$ cat src/rtl/sevenseg_pkg.sv
// Seven-segment constants shared by the capture logic: hex glyphs (active-low,
// bit6=g .. bit0=a), the blank glyph and the settle state type.
package sevenseg_pkg;

  localparam logic [6:0] SEG_0     = 7'b1000000;
  localparam logic [6:0] SEG_1     = 7'b1111001;
  localparam logic [6:0] SEG_2     = 7'b0100100;
  localparam logic [6:0] SEG_3     = 7'b0110000;
  localparam logic [6:0] SEG_4     = 7'b0011001;
  localparam logic [6:0] SEG_5     = 7'b0010010;
  localparam logic [6:0] SEG_6     = 7'b0000010;
  localparam logic [6:0] SEG_7     = 7'b1111000;
  localparam logic [6:0] SEG_8     = 7'b0000000;
  localparam logic [6:0] SEG_9     = 7'b0011000;
  localparam logic [6:0] SEG_A     = 7'b0001000;
  localparam logic [6:0] SEG_B     = 7'b0000011;
  localparam logic [6:0] SEG_C     = 7'b1000110;
  localparam logic [6:0] SEG_D     = 7'b0100001;
  localparam logic [6:0] SEG_E     = 7'b0000110;
  localparam logic [6:0] SEG_F     = 7'b0001110;
  localparam logic [6:0] SEG_BLANK = 7'b1111111;

  typedef enum logic [1:0] {
    IDLE,
    SETTLE,
    HELD
  } settle_t;

endpackage

$ cat src/rtl/seg_decode.sv
// Combinational inverse of the hex display table; unknown glyphs (blank
// included) give nibble 0 with err set.
module seg_decode (
  input  logic [6:0] seg_n,
  output logic [3:0] nibble,
  output logic       err
);
  import sevenseg_pkg::*;

  always_comb begin
    nibble = '0;
    err    = 1'b0;
    case (seg_n)
      SEG_0:   nibble = 4'h0;
      SEG_1:   nibble = 4'h1;
      SEG_2:   nibble = 4'h2;
      SEG_3:   nibble = 4'h3;
      SEG_4:   nibble = 4'h4;
      SEG_5:   nibble = 4'h5;
      SEG_6:   nibble = 4'h6;
      SEG_7:   nibble = 4'h7;
      SEG_8:   nibble = 4'h8;
      SEG_9:   nibble = 4'h9;
      SEG_A:   nibble = 4'hA;
      SEG_B:   nibble = 4'hB;
      SEG_C:   nibble = 4'hC;
      SEG_D:   nibble = 4'hD;
      SEG_E:   nibble = 4'hE;
      SEG_F:   nibble = 4'hF;
      default: err    = 1'b1;
    endcase
  end

endmodule

$ cat src/rtl/seg_capture.sv
// Captures digits from a multiplexed seven-segment scan once each digit has
// been stable for STABLE_CYCLES samples, and emits complete frames.
module seg_capture #(
  parameter int unsigned STABLE_CYCLES = 4,
  parameter int unsigned NDIG          = 4
) (
  input  logic              clk,
  input  logic              rst_n,
  input  logic [6:0]        seg_n,
  input  logic [NDIG-1:0]   dig_en_n,
  output logic              frame_val,
  input  logic              frame_rdy,
  output logic [4*NDIG-1:0] frame_data,
  output logic [NDIG-1:0]   frame_err,
  output logic              overrun
);
  import sevenseg_pkg::*;

  settle_t             state, state_nx;
  logic [7:0]          count, count_nx;
  logic [NDIG+6:0]     cur, prev;
  logic [NDIG-1:0]     onehot;
  logic                selected;
  logic                capture;
  logic [3:0]          dec_nib;
  logic                dec_err;
  logic [4*NDIG-1:0]   wdata, wdata_nx;
  logic [NDIG-1:0]     werr, werr_nx;
  logic [NDIG-1:0]     wvalid, wvalid_nx;
  logic                complete;

  assign cur      = {dig_en_n, seg_n};
  assign onehot   = ~dig_en_n;
  assign selected = ($countones(onehot) == 1);

  seg_decode u_dec (
    .seg_n  (seg_n),
    .nibble (dec_nib),
    .err    (dec_err)
  );

  always_comb begin
    state_nx = state;
    count_nx = count;
    capture  = 1'b0;
    case (state)
      IDLE: begin
        if (selected) begin
          state_nx = SETTLE;
          count_nx = 8'd1;
        end
      end
      SETTLE: begin
        if (cur == prev) begin
          count_nx = (count == 8'hFF) ? count : count + 8'd1;
          if (count_nx == 8'(STABLE_CYCLES)) begin
            capture  = 1'b1;
            state_nx = HELD;
          end
        end else if (selected) begin
          count_nx = 8'd1;
        end else begin
          state_nx = IDLE;
          count_nx = 8'd0;
        end
      end
      HELD: begin
        if (cur != prev) begin
          if (selected) begin
            state_nx = SETTLE;
            count_nx = 8'd1;
          end else begin
            state_nx = IDLE;
            count_nx = 8'd0;
          end
        end
      end
      default: begin
        state_nx = IDLE;
        count_nx = 8'd0;
      end
    endcase
  end

  // The slot written this edge is folded in before the completeness test, so
  // the last digit's capture and frame completion share one edge.
  always_comb begin
    wdata_nx  = wdata;
    werr_nx   = werr;
    wvalid_nx = wvalid;
    if (capture) begin
      for (int unsigned i = 0; i < NDIG; i++) begin
        if (onehot[i]) begin
          wdata_nx[4*i +: 4] = dec_nib;
          werr_nx[i]         = dec_err;
          wvalid_nx[i]       = 1'b1;
        end
      end
    end
    complete = &wvalid_nx;
  end

  always_ff @(posedge clk or negedge rst_n) begin
    if (!rst_n) begin
      state      <= IDLE;
      count      <= '0;
      prev       <= '0;
      wdata      <= '0;
      werr       <= '0;
      wvalid     <= '0;
      frame_val  <= 1'b0;
      frame_data <= '0;
      frame_err  <= '0;
      overrun    <= 1'b0;
    end else begin
      state  <= state_nx;
      count  <= count_nx;
      prev   <= cur;
      wdata  <= wdata_nx;
      werr   <= werr_nx;
      wvalid <= complete ? '0 : wvalid_nx;
      if (complete) begin
        if (!frame_val || frame_rdy) begin
          frame_val  <= 1'b1;
          frame_data <= wdata_nx;
          frame_err  <= werr_nx;
        end else begin
          overrun <= 1'b1;
        end
      end else if (frame_val && frame_rdy) begin
        frame_val <= 1'b0;
      end
    end
  end

endmodule

$ cat config.mk
export PLATFORM = sky130hd
export DESIGN_NAME = seg_capture
export DESIGN_NICKNAME = d
export VERILOG_FILES = /design/src/rtl/sevenseg_pkg.sv /design/src/rtl/seg_decode.sv /design/src/rtl/seg_capture.sv
export SDC_FILE = /design/constraint.sdc
export NUM_CORES = 1
export LEC_CHECK = 0
export CAP_MARGIN = 20
export CORE_UTILIZATION = 45
export CTS_BUF_LIST = sky130_fd_sc_hd__clkbuf_4 sky130_fd_sc_hd__clkbuf_8
export CTS_CLUSTER_DIAMETER = 200
export DETAILED_ROUTE_END_ITERATION = 7
export GPL_TIMING_DRIVEN = 0
export PLACE_DENSITY = 0.66
export SETUP_SLACK_MARGIN = 0.5
export SLEW_MARGIN = 25
export SYNTH_ARGS = -nofsm -noshare
export SYNTH_HDL_FRONTEND = slang
export SYNTH_SLANG_ARGS = --single-unit
$ cat constraint.sdc
create_clock -name clk -period 3.16 [get_ports clk]
set_input_delay 0.316 -clock clk [delete_from_list [all_inputs] [get_ports clk]]
set_output_delay 0.316 -clock clk [all_outputs]
set_load 0.005 [all_outputs]
# Word-level counts from Yosys, hierarchy flattened

Cells that the tools add are included.

$add $sub $neg: 4
Equal/unequal tests: 27
Mux-type cells: 37
Bitwise operators: 2
Reduce and logical (&&, ||, !) cells: 13

Operator list:

| cell                                                             | number |
|---|---|
| 4-bit case mux with 15 select lines                              | 1 |
| 8-bit 2-to-1 mux                                                 | 4 |
| 7-bit == test (second input constant)                            | 4 |
| 4-bit 2-to-1 mux                                                 | 7 |
| 8-bit case mux with 3 select lines                               | 1 |
| 7-bit by 5-bit == test with 1-bit output (second input constant) | 3 |
| 7-bit by 6-bit == test with 1-bit output (second input constant) | 3 |
| 1-bit 2-to-1 mux                                                 | 17 |
| 16-bit 2-to-1 mux                                                | 1 |
| 16-bit OR reduction                                              | 1 |
| 7-bit by 2-bit == test with 1-bit output (second input constant) | 2 |
| 7-bit by 4-bit == test with 1-bit output (second input constant) | 2 |
| 11-bit == test                                                   | 1 |
| 11-bit != test                                                   | 1 |
| 2-bit 2-to-1 mux                                                 | 5 |
| 5-bit AND reduction                                              | 2 |
| 8-bit by 1-bit adder with 8-bit output (second input constant)   | 1 |
| 8-bit by 3-bit == test with 1-bit output (second input constant) | 1 |
| 8-bit == test (second input constant)                            | 1 |
| 4-bit AND reduction                                              | 2 |
| 7-bit by 3-bit == test with 1-bit output (second input constant) | 1 |
| 7-bit zero test                                                  | 1 |
| 3-bit != test (second input constant)                            | 2 |
| 2-bit case mux with 3 select lines                               | 1 |
| other kinds (15)                                                 | 18 |

Bits in registers: 67
Input bits: 14
Output and inout bits: 22
Word-level logic and storage cells: 93

# Logic depth before layout (Yosys ltp)

Word-level depth: 10
Depth in mapped cells: 11
Depth with buffers taken out: 9

# By module

From an unflattened synthesis, not the netlist that was laid out.

Cell total of the unflattened synthesis: 282
Area total of the unflattened synthesis: 3360.7 um2

By module, submodules not included:

| module      | instances | cells each | area an instance (um2) | sequential area each (um2) |
|---|---|---|---|---|
| seg_capture | 1         | 229        | 2970.3                 | 1676.6 |
| seg_decode  | 1         | 53         | 390.4                  | 0.0 |

# Worst setup path before layout

Ideal clock, no wire load.

Path type: flip-flop to flip-flop
Start point: register count[1]
End point: register frame_data[0]
Library setup time: 125 ps
Arrival time: 2616 ps
Required time: 3035 ps
Setup slack: 419 ps
Cell stages (with the launch flop): 12
Path buffers: 3
Clock period less this slack: 2741 ps
Cells stage by stage: dfrtp_1 ha_1 buf_6 and4_1 buf_6 a21o_1 a21oi_1 a41oi_4 nor4_4 nand2_2 buf_6 mux2_4

Cells in the longest elaborated chain, start to end: 8
Elaborated cells between the ends (all ways): 10
Classes of those cells: add/sub: 1; eq/ne: 2; mux: 6; reduce/logical: 1

RTL lines:

| what                                                                           | RTL line           | text |
|---|---|---|
| from (decl)                                                                    | seg_capture.sv:20  | `logic [7:0] count, count_nx;` |
| from (signal assigned)                                                         | seg_capture.sv:117 | `count <= count_nx;` |
| 8-bit by 1-bit adder with 8-bit output / 8-bit == test (equally long branches) | seg_capture.sv:55  | `count_nx = (count == 8'hFF) ? count : count + 8'd1;` |
| 8-bit 2-to-1 mux *                                                             | seg_capture.sv:55  |  |
| 8-bit by 3-bit == test with 1-bit output *                                     | seg_capture.sv:56  | `if (count_nx == 8'(STABLE_CYCLES)) begin` |
| 1-bit 2-to-1 mux *                                                             | seg_capture.sv:56  |  |
| 1-bit 2-to-1 mux *                                                             | seg_capture.sv:54  | `if (cur == prev) begin` |
| 1-bit 2-to-1 mux *                                                             | seg_capture.sv:46  | `case (state)` |
| 4-bit 2-to-1 mux                                                               | seg_capture.sv:91  | `if (capture) begin` |
| 5-bit AND reduction (no line)                                                  | --                 |  |
| to (signal assigned)                                                           | seg_capture.sv:125 | `frame_data <= wdata_nx;` |
| to (decl)                                                                      | seg_capture.sv:13  | `output logic [4*NDIG-1:0] frame_data,` |

Mark *: on every way between the ends. The rest lies on a longest branch, timed or not.
A chain may end at the register's enable or synchronous reset.

# Worst setup path in the final report

Start point: register count[0]
End point: register frame_data[11]

Same word-level chain as after synthesis.

==> results.txt <==
Crit-path cells - ha_2 -> buf_6 -> and4_1 -> buf_6 -> a21o_1 -> a221oi_4 -> a31oi_2 -> nor4_4 -> nand2_2 -> buf_8 -> mux2_4
Net Sw Frac - 24.1%
Post-synthesis cell count - 290
Commonest non-fill, non-tap cell in the layout - dfrtp_1
Layout overhead on the synthesized area - 25.5%
# Max-Cap Violations - 0
Yosys cell types - 61
First-pass GRT wire length - 11,600 um
Hold endpoint - prev[10]
Final clock skew - 0.00687 ns
Total track usage - 19.4%
Fin util - 59.0%
Run status - completed
Share of layout cells above drive strength 1 - 28.4%
LEAKAGE - 1.98 nW
Cts bufs inserted - 9
Hold Crit Start - dig_en_n[3]
CP Buf/Inv Count - 3
Kind of capture point of the worst setup path - flip-flop
Hold path cells - 1
# setup viols final - 0
Yosys warns - 0
Worst-Skew Late Latency - 0.33 ns
Reg2Reg Setup Slack - 0.39 ns
WP data required - 3.37 ns
Post-synthesis sequential area ratio - 48.9%
Die area - 0.00797 mm2
CP startpoint kind - flip-flop
Worst Max-Slew Pin Slew - 0.679 ns
Clock sinks - 67
Syn nets - 308
Min cycle time layout - 2.77 ns
Final net count - 362
Root buffer cell - clkbuf_8
Clock network fraction of design power - 43.8%
Placed wire-length estimate - 4900 um
Diodes inserted - 0
Synth Cell Area - 0.00343 mm2
Worst-path clk slew - 0.07 ns
# rows - 31
Ports - 36
Synth Area per Inst - 11.8 um2
Worst-path fanout max - 10
Max incr delay on CP - 0.39 ns
Max_slew headroom - 54.0%
Post-route ant nets - 0
Combinational power share - 12.3%
Routed WL - 7040 um
Largest net degree at the start of global routing - 44
Fillers - 654
Die X - 89.3 um
Core box area - 0.00729 mm2
Slowest cell on the critical path - dfrtp_1
Critical path arrival - 2.98 ns
Synth async-reset ratio - 100%
Placement Cell Area - 0.00394 mm2
Maximum root-to-sink buffer count - 2
Initial Utilization - 47.0%
Vias per cell - 5.52
Crit Reg-Reg Endpoint - frame_data[11]
GRT overflow - 0
WS Path Type - flip-flop to flip-flop
Commonest non-fill, non-tap cells in the layout - dfrtp_1, clkdlybuf4s50_1, nor2_1
Reg power frac - 43.9%
Switching power - 483 uW
Initial antenna violation count - 0
RSZ-0062 raised after global routing - true
Via count - 2,472
Internal - 1.52 mW
Hold WC Path Type - input pin to flip-flop
Vias in the first global route - 2,380
Post-route cell area - 0.00430 mm2
Final Cycle Share - 87.6%
Wire per inst - 15.7 um
Number of flops mapped to enable cells by yosys - 0
H-tree depth reported by CTS - 3
DRC viols - 0
Initial DRC Count - 79
Top_reg_cell synth - dfrtp_1
Worst Reg-to-Reg Cells - 11
Max Clock Freq - 0.361 GHz
Worst path most repeated cell - buf_6
Drt pass-1 iters - 5
Gpl congestion - 0.841
Final Max Tran Viols - 0
Die Ht - 89.3 um
RR Startpoint - count[0]
Fin. Hold Viols - 0
Port Buffer Count - 35
CTS tree - built
Crit path max-delay family - compound AO/OA/AOI/OAI gates
Pwr dens - 466 mW/mm2
Worst IR Drop VDD - 0.234 mV
Synthesized flop and latch total - 67
-- per-layer routing --
metal,global-route usage (%),wire [um],vias up
li1,-,-,1160
met1,26.2,3290,1237
met2,30.7,3380,66
met3,5.45,310,9
met4,5.63,61,0
met5,0,0,-
-- area by class of cell --
cell class,count,area [um2],share of cell area (%)
Timing Repair Buffer,43,419,9.74
Clock buffer,10,138,3.20
Inverter,7,26.3,0.610
Clock inverter,6,113,2.62
Buffer,17,123,2.85
Multi-Input combinational cell,199,1690,39.2
Tap cell,99,124,2.88
Sequential cell,67,1680,39.0
-- power by group through the flow --
stage	Combinational [mW]	Sequential [mW]	Clock, mW
floorplan	0.141	0.896	0
global placement	0.209	0.898	0
detailed placement	0.220	0.898	0
CTS	0.240	0.881	0.900
global route	0.270	0.883	0.944
finish	0.247	0.881	0.878
-- synth_stat cells, types with 2 or more instances --
| library cell | n | area (um2) |
|---|---|---|
| a21oi_1 | 15 | 75.1 |
| a31o_2 | 2 | 17.5 |
| a31oi_1 | 8 | 50.1 |
| and2_1 | 4 | 25.0 |
| and3_1 | 2 | 12.5 |
| buf_1 | 2 | 7.51 |
| buf_6 | 6 | 67.6 |
| clkbuf_1 | 8 | 30.0 |
| dfrtp_1 | 67 | 1680 |
| ha_1 | 3 | 37.5 |
| inv_1 | 7 | 26.3 |
| mux2_2 | 20 | 225 |
| mux2_4 | 20 | 300 |
| nand2_1 | 10 | 37.5 |
| nand2b_1 | 2 | 12.5 |
| nand3_1 | 10 | 50.1 |
| nand3b_1 | 5 | 37.5 |
| nand4_1 | 7 | 43.8 |
| nor2_1 | 27 | 101 |
| nor2b_1 | 2 | 12.5 |
| nor3_1 | 3 | 15.0 |
| nor3_2 | 4 | 40.0 |
| nor4_4 | 2 | 42.5 |
| o21ai_0 | 3 | 15.0 |
| o22ai_1 | 2 | 12.5 |
| o31ai_1 | 3 | 22.5 |
| or2_2 | 2 | 12.5 |
| xnor2_1 | 7 | 61.3 |
| xor2_1 | 5 | 43.8 |
-- how the worst max path moves through the flow --
stage / start / to / slack, ns / cells past startpoint
2_1_floorplan: count[1] / frame_data[0] / 0.45 / 11
3_3_place_gp: rst_n / frame_data[14] / -0.54 / 1
3_5_place_dp: seg_n[1] / frame_data[1] / -0.15 / 11
4_1_cts: count[0] / frame_data[9] / 0.38 / 11
5_1_grt: count[0] / frame_data[8] / 0.27 / 11
6_report: count[0] / frame_data[11] / 0.39 / 11
-- what timing repair did --
item / 4_1_cts / 5_1_grt
gates resized for setup: 13 / 3
buffers inserted: 4 / 2
hold endpoints to repair: 24 / 0
pin swaps: 4 / 3
endpoints found under the setup margin: 27 / 25
hold buffers: 1 / 0
-- per-stage QoR --
stage / TNS [ns] / power [mW] / std cells / worst slack [ns] / hold WS, ns
floorplan: 0 / 1.04 / 290 / 0.454 / 0.0204
global placement: -39.25 / 1.11 / 424 / -0.543 / 0.457
detailed placement: -3.65 / 1.12 / 425 / -0.153 / 0.256
CTS: 0 / 2.02 / 446 / 0.377 / 0.397
global route: 0 / 2.10 / 448 / 0.274 / 0.409
finish: 0 / 2.01 / 448 / 0.392 / 0.416
-- kinds of logic after synthesis --
| logic type | after synthesis | share of synthesized area [%] |
|---|---|---|
| simple gates | 90 | 15.4 |
| flops | 67 | 48.9 |
| compound gates | 51 | 10.8 |
| mux | 40 | 15.3 |
| buf+inv | 24 | 4.05 |
| xor+xnor | 13 | 3.54 |
| fa+ha+maj | 5 | 1.97 |
-- state kept, by name, indices dropped and copies added (netlist names) --
signal and count:
prev 11, frame_err 4, overrun 1, wvalid 4
state 2, wdata 16, frame_val 1, werr 4
frame_data 16, count 8
Power figures use the tool's default switching activity.
